[src/rtl/ifu_idu_fetch_queue.sv]
// Decoupling queue between the I-cache fetch stage and decode. It holds up to DEPTH packets
// and stops accepting new packets after a faulting fetch until the next flush.
module ifu_idu_fetch_queue #(
    parameter int unsigned DEPTH = 4,
    parameter int unsigned AW    = 2
) (
    input  logic          i_clock,
    input  logic          i_reset,
    input  logic          i_valid,
    output logic          o_ready,
    input  logic [31:0]   i_pc,
    input  logic [31:0]   i_inst,
    input  logic          i_exception,
    input  logic [3:0]    i_mcause,
    input  logic          i_predict,
    output logic          o_valid,
    input  logic          i_ready,
    output logic [31:0]   o_pc,
    output logic [31:0]   o_inst,
    output logic          o_exception,
    output logic [3:0]    o_mcause,
    output logic          o_predict,
    input  logic          i_flush,
    output logic [AW:0]   o_count
);

    localparam logic [AW:0] FULL_CNT = (AW + 1)'(DEPTH);

    typedef enum logic {StRun, StBlocked} state_e;

    state_e        r_state;
    logic [AW-1:0] r_rd_ptr;
    logic [AW-1:0] r_wr_ptr;
    logic [AW:0]   r_count;
    logic [69:0]   r_mem [DEPTH];

    logic w_full;
    logic w_push;
    logic w_pop;

    assign w_full  = (r_count == FULL_CNT);
    // Depends only on registered state (and reset), never on i_ready.
    assign o_ready = i_reset & (r_state == StRun) & ~w_full;
    assign o_valid = (r_count != '0);
    assign o_count = r_count;
    assign w_push  = i_valid & o_ready;
    assign w_pop   = o_valid & i_ready;

    assign {o_pc, o_inst, o_exception, o_mcause, o_predict} = r_mem[r_rd_ptr];

    always_ff @(posedge i_clock or negedge i_reset) begin
        if (!i_reset) begin
            r_state  <= StRun;
            r_rd_ptr <= '0;
            r_wr_ptr <= '0;
            r_count  <= '0;
        end else if (i_flush) begin
            r_state  <= StRun;
            r_rd_ptr <= '0;
            r_wr_ptr <= '0;
            r_count  <= '0;
        end else begin
            if (w_push) begin
                r_wr_ptr <= r_wr_ptr + AW'(1);
            end
            if (w_pop) begin
                r_rd_ptr <= r_rd_ptr + AW'(1);
            end
            if (w_push && !w_pop) begin
                r_count <= r_count + (AW + 1)'(1);
            end else if (!w_push && w_pop) begin
                r_count <= r_count - (AW + 1)'(1);
            end
            // Anything fetched after a fault is wrong-path; stop accepting until flushed.
            if (w_push && i_exception) begin
                r_state <= StBlocked;
            end
        end
    end

    // Entry storage carries no reset; only written on an accepted, non-flushed push.
    always_ff @(posedge i_clock) begin
        if (w_push && !i_flush) begin
            r_mem[r_wr_ptr] <= {i_pc, i_inst, i_exception, i_mcause, i_predict};
        end
    end

endmodule

[config.mk]
export PLATFORM = sky130hd
export DESIGN_NAME = ifu_idu_fetch_queue
export DESIGN_NICKNAME = d
export VERILOG_FILES = /design/src/rtl/ifu_idu_fetch_queue.sv
export SDC_FILE = /design/constraint.sdc
export NUM_CORES = 1
export LEC_CHECK = 0
export ABC_AREA = 1
export CAP_MARGIN = 20
export CELL_PAD_IN_SITES_DETAIL_PLACEMENT = 1
export CELL_PAD_IN_SITES_GLOBAL_PLACEMENT = 2
export CORE_MARGIN = 5
export CORE_UTILIZATION = 41
export DETAILED_ROUTE_END_ITERATION = 7
export PLACE_DENSITY_LB_ADDON = 0.1
export SLEW_MARGIN = 20
export SYNTH_ARGS = -nofsm -noshare
export SYNTH_HDL_FRONTEND = slang
export SYNTH_SLANG_ARGS = --single-unit
[constraint.sdc]
create_clock -name i_clock -period 12.3 [get_ports i_clock]
set_input_delay 3.69 -clock i_clock [delete_from_list [all_inputs] [get_ports i_clock]]
set_output_delay 3.69 -clock i_clock [all_outputs]
set_load 0.02 [all_outputs]
==> summary.txt, run 1 <==
Synth Area in Compound Gates -> 10.8%
top-count cell post-synth -> edfxtp_1
hold crit path type -> reg -> reg
layout filler cell count -> 2567
Max Cap Viol -> 0
syn nets -> 829
Synth Area in Simple Gates -> 6.69%
Arr. time, crit path -> 5.42 ns
Routed WL -> 26200 µm
largest family of logic cells by synthesized area -> compound AO/OA/AOI/OAI gates
Root Buffer Master -> clkbuf_16
Worst Path Max Fanout -> 9
input/output buffers -> 149
CP Launch Type -> input pin
Num CTS Buffers -> 31
GRT Overall Usage -> 16.8%
Antenna diodes -> 0
Post-route DRC -> 0
Sw Pwr -> 0.748 mW
Yosys reg bits -> 288
vias per cell -> 5.30
Final Setup Violations -> 0
Resized cells post-CTS -> 0
routed len/inst -> 20.9 µm
Worst Clk Skew -> 0.0243 ns
DP Wirelength -> 14900 µm
Critical Path Stages -> 4
FMAX -> 110 MHz
synth top area cells -> edfxtp_1, o21ai_0, nor2_1
Mapped Cells -> 749
mux cell area share after synthesis -> 0%
Post-DRT Antenna Nets -> 0
period utilisation layout -> 74.0%
core region area -> 26100 µm²
Top FF cell, synth -> edfxtp_1
area share of xor/xnor cells in the synthesized design -> 0.0803%
Worst IR Drop VDD -> 115 µV
Reg2Reg Capture Point -> r_rd_ptr[0]
family with the most delay on the worst path -> buffers and inverters
count of different cell masters after synthesis -> 26
status -> finished clean
CTS tree -> built
yosys warns -> 0
pin count of the biggest net entering global routing -> 104
DIE HEIGHT -> 173 µm
Site Rows -> 59
post-synthesis sequential area ratio -> 79.0%
cell repeated most along the worst path -> clkdlybuf4s50_1
initial drt markers -> 305
Post-synth top cells -> edfxtp_1, nor2_1, o21ai_0
Post-Syn Area per Cell -> 14.6 µm²
drt first pass iters -> 6
mapped cell area -> 10900 µm²
min Tclk post-route -> 9.11 ns
clk_lat worst skew -> 0.56 ns
Power Internal -> 1.89 mW
Pleak -> 4.53 nW
cell taking the most area after synthesis -> edfxtp_1
worst endpoint required time -> 8.61 ns
crit-path cells -> clkdlybuf4s50_1, nand2_1, a21oi_4, clkdlybuf4s50_1
Worst Reg2Reg Path Length in Cells -> 3
setup TNS -> 0 ns
critical path capture point type -> primary output
# IOs -> 150
grt ovf -> 0
sequential share of power -> 43.1%
fin nets -> 977
CP Buf/Inv Count -> 2
Fin. Hold Viols -> 0
antenna violations before repair -> 1
max-slew violations -> 0
vias in the first global route -> 7342
die area -> 29900 µm²
EDFF count, synth -> 280
Async SR Flop Fraction -> 2.78%
cts hold-fix bufs -> 0
Starting Density -> 41.7%
GP Congestion -> 0.745
Total Power -> 2.64 mW
Longest Clk Path Bufs -> 3
clock share of power -> 34.1%
clock transition at the registers of the reported paths -> 0.06 ns
worst r2r src -> r_rd_ptr[0]
post-synthesis adder-cell area fraction -> 0.643%
DP Area -> 12700 µm²
Critical Path Start -> i_reset
sw frac -> 28.3%
Crit path largest cell delay -> 0.72 ns
worst-path cell with the longest stage delay -> clkdlybuf4s50_1
Setup Fix Bufs, Post-CTS -> 0
CTS H-Tree Depth -> 1
Yosys top cell area share -> 77.1%
DIE WIDTH -> 173 µm
crit path to -> o_ready
Final Cell Area -> 13700 µm²
RSZ-0062 raised after global routing -> false
via count -> 6655
first-pass GRT wire length -> 40300 µm
layout cells sized above 1 -> 8.03%
Worst slew margin -> 43.6%
Syn-to-layout area delta -> 25.7%
Slew @ Worst Pin -> 0.847 ns
Power Dens Cells -> 193 nW/µm²
combinational power share -> 22.8%
WS Path Type -> in -> out
flop2flop setup slack -> 10.01 ns
Sink Count -> 288
WHS -> 0.538 ns
-- state kept, by name, indices dropped and copies added, names as in the netlist --
name,flops
r_rd_ptr,2
o_count,3
r_state,1
r_wr_ptr,2
r_mem,280
-- per-layer routing --
metal	GRT usage (%)	up-vias	wire length, µm
li1	-	3106	-
met1	19.4	3370	10500
met2	31.7	131	14000
met3	3.69	46	1150
met4	4.36	2	540
met5	0	-	11
-- kinds of logic after synthesis --
kind of cell               after synthesis
xor gates and xnor gates                 1
DFF                                    288
and+or+nand+nor                        176
buffers and inverters                   64
AOI/OAI and AO/OA                      215
adders and majority gates                5
-- how the worst min path moves through the flow --
stage	from	endpoint	slack, ns	cells past startpoint
after floorplan	r_state	r_state	0.49	2
after global placement	r_state	r_state	0.51	2
after detailed placement	r_state	r_state	0.54	2
after CTS	r_state	r_state	0.55	2
after global routing	r_state	r_state	0.57	2
final	r_state	r_state	0.54	2
-- power groups by stage --
stage	registers, mW	logic, mW	clock network (mW)
global route	1.14	0.653	0.974
finish	1.14	0.603	0.901
global placement	1.15	0.593	0
detailed placement	1.16	0.614	0
floorplan	1.14	0.349	0
CTS	1.14	0.617	0.926
-- placed cells by master (no fill, tap or decap), drive strengths merged --
master | synthesis | final
a21oi | 3 | 3
buf | 22 | 12
bufinv | 0 | 4
clkbuf | 24 | 40
clkdlybuf4s50 | 0 | 149
clkinv | 1 | 12
dfrtp | 8 | 8
edfxtp | 280 | 280
fa | 1 | 1
ha | 4 | 4
inv | 17 | 19
nand2 | 16 | 16
nand3 | 9 | 9
nand4 | 3 | 3
nor2 | 148 | 148
o21ai | 142 | 142
o22ai | 70 | 70
xnor2 | 1 | 1
-- worst min-delay path, cell delays in order, from the launching register on --
cell and delay, ns:
dfrtp_1 0.36, inv_1 0.07, a21oi_1 0.07
-- metrics by stage --
step,setup slack (ns),util [%],cells
final,3.19,52.4,1256
after global routing,3.08,52.4,1256
after CTS,3.16,52.4,1256
after detailed placement,3.16,48.6,1199
after global placement,3.21,48.6,1199
after floorplan,4.61,-,749
-- layout make-up --
| cell class | count | area [µm²] | share of cell area (%) |
|---|---|---|---|
| flip-flops and latches | 288 | 8610 | 62.9 |
| multi-input cells | 397 | 2010 | 14.7 |
| repair buffers | 161 | 1590 | 11.6 |
| clock buffers | 40 | 810 | 5.91 |
| well taps | 335 | 419 | 3.06 |
| clock inverters | 17 | 186 | 1.36 |
| inverters | 18 | 73.8 | 0.539 |
Power figures use the tool's default switching activity.
==> run 2: changes to the inputs <==
--- a/config.mk
+++ b/config.mk
@@ -10,7 +10,7 @@
 export CELL_PAD_IN_SITES_DETAIL_PLACEMENT = 1
 export CELL_PAD_IN_SITES_GLOBAL_PLACEMENT = 2
 export CORE_MARGIN = 5
-export CORE_UTILIZATION = 41
+export CORE_UTILIZATION = 38
 export DETAILED_ROUTE_END_ITERATION = 7
 export PLACE_DENSITY_LB_ADDON = 0.1
 export SLEW_MARGIN = 20
==> constraint.sdc (replaced) <==
create_clock -name i_clock -period 8.7 [get_ports i_clock]
set_input_delay 2.61 -clock i_clock [delete_from_list [all_inputs] [get_ports i_clock]]
set_output_delay 2.61 -clock i_clock [all_outputs]
set_load 0.02 [all_outputs]
==> run 2 against run 1 <==
  * Critical endpoint unchanged
  * Largest cell class unchanged
  * Non-clock buffer count is the same
  * Routed wire length rose by 2.5%
  * Die area rose by 7.4%
==> summary.txt, run 2 (synthesized netlist as in run 1, its figures left out) <==
Post-DRT Antenna Nets -> 0
DP Cell Count -> 1248
Slew @ Worst Pin -> 0.874 ns
# IOs -> 150
flop2flop setup slack -> 6.58 ns
pin count of the biggest net entering global routing -> 110
worst endpoint required time -> 6.09 ns
routed len/inst -> 20.6 µm
DP Wirelength -> 15100 µm
hold path cells -> 2
worst r2r src -> o_count[0]
Final Setup Violations -> 0
FMAX -> 144 MHz
hold path start -> r_state
drt first pass iters -> 4
Worst Path Max Fanout -> 9
Worst Reg2Reg Path Length in Cells -> 5
Largest register FFs -> 280
CTS tree -> built
non-filler instance count after layout -> 1305
Worst IR Drop VDD -> 168 µV
clock transition at the registers of the reported paths -> 0.06 ns
WS Path Type -> in -> out
Max Cap Viol -> 0
commonest non-fill, non-tap cells in the layout -> edfxtp_1, clkdlybuf4s50_1, nor2_1
die area -> 32200 µm²
Routed WL -> 26900 µm
vias per cell -> 5.11
Syn-to-layout area delta -> 26.7%
min Tclk post-route -> 6.97 ns
input/output buffers -> 149
CP Launch Type -> input pin
worst-path cell with the longest stage delay -> clkdlybuf4s50_1
fin nets -> 977
critical path capture point type -> primary output
commonest non-fill, non-tap cell in the layout -> edfxtp_1
Sink Count -> 288
cts hold-fix bufs -> 0
Antenna diodes -> 0
initial drt markers -> 313
final core utilization -> 48.4%
antenna violations before repair -> 2
Post-route DRC -> 0
RSZ-0062 raised after global routing -> false
Root Buffer Master -> clkbuf_16
CP Buf/Inv Count -> 2
status -> finished clean
setup TNS -> 0 ns
DP Area -> 12800 µm²
layout cells sized above 1 -> 9.12%
GRT Overall Usage -> 16.5%
Fin. Hold Viols -> 0
Site Rows -> 62
via count -> 6667
grt ovf -> 0
Worst Clk Skew -> 0.0171 ns
DIE HEIGHT -> 179 µm
clk_lat worst skew -> 0.54 ns
CTS H-Tree Depth -> 1
family with the most delay on the worst path -> buffers and inverters
max-slew violations -> 0
hold crit path type -> reg -> reg
Total Power -> 3.79 mW
Worst Hold End -> r_state
first-pass GRT wire length -> 41100 µm
DIE WIDTH -> 179 µm
Starting Density -> 38.2%
Reg2Reg Capture Point -> r_mem[2][60]
Arr. time, crit path -> 4.36 ns
Setup Fix Bufs, Post-CTS -> 0
vias in the first global route -> 7421
Num CTS Buffers -> 31
largest reg by FF count -> r_mem
crit-path cells -> clkdlybuf4s50_1, nand2_1, a21oi_4, clkdlybuf4s50_1
Longest Clk Path Bufs -> 3
Pleak -> 4.56 nW
Crit path largest cell delay -> 0.71 ns
Resized cells post-CTS -> 0
GP Congestion -> 0.684
Worst slew margin -> 41.7%
Final Cell Area -> 13800 µm²
cell repeated most along the worst path -> clkdlybuf4s50_1
period utilisation layout -> 80.1%
layout filler cell count -> 2874
Power Dens Cells -> 274 nW/µm²
core region area -> 28500 µm²
[run 2: cell count changes in the layout (fill, tap and decap cells not counted)]
cell        before  now
bufinv_16        4    5
clkbuf_1         9    4
clkbuf_8         0    2
clkinv_1         7    2
clkinv_2         5   12
clkinv_4         0    1
clkinvlp_4       0    1
inv_4            2    1
inv_8            1    0
[run 2: power breakdown]
| part | switching, mW | internal, mW | leakage [nW] |
|---|---|---|---|
| Combinational | 0.525 | 0.343 | 1.41 |
| Sequential | 0.0347 | 1.56 | 2.63 |
| Clock | 0.511 | 0.815 | 0.522 |
| Total | 1.07 | 2.72 | 4.56 |
[run 2: layer usage]
metal / GRT usage [%] / part of all wire (%)
met5: 0 / 0.10
met4: 3.55 / 1.7
met3: 4.26 / 6.5
met2: 30.1 / 51
met1: 19.7 / 41
[run 2: worst max-delay path by stage]
stage / cells past startpoint / slack, ns / endpoint / startpoint
floorplan: 4 / 2.15 / r_mem[0][0] / i_reset
global placement: 4 / 1.77 / o_ready / i_reset
detailed placement: 4 / 1.70 / o_ready / i_reset
CTS: 4 / 1.68 / o_ready / i_reset
global route: 4 / 1.58 / o_ready / i_reset
finish: 4 / 1.73 / o_ready / i_reset
[run 2: worst reg2reg max path: stages (launching register included)]
cell and delay (ns):
dfrtp_1 0.48, nor2_4 0.08, a21oi_4 0.18, nand3_2 0.26
nor2_4 0.18, buf_4 0.51
[run 2: area by class of cell]
| class | count | area, µm² | area share [%] |
|---|---|---|---|
| multi-input combinational | 397 | 2010 | 14.6 |
| tap | 384 | 480 | 3.48 |
| inverter | 18 | 76.3 | 0.552 |
| timing repair buffer | 161 | 1590 | 11.5 |
| sequential | 288 | 8610 | 62.3 |
| clock inverter | 20 | 229 | 1.66 |
| clock buffer | 37 | 818 | 5.92 |
[run 2: per-stage QoR]
step / worst slack, ns / hold slack (ns)
4_1_cts: 1.68 / 0.529
2_1_floorplan: 2.15 / 0.489
3_5_place_dp: 1.70 / 0.520
3_3_place_gp: 1.77 / 0.511
5_1_grt: 1.58 / 0.548
6_report: 1.73 / 0.522
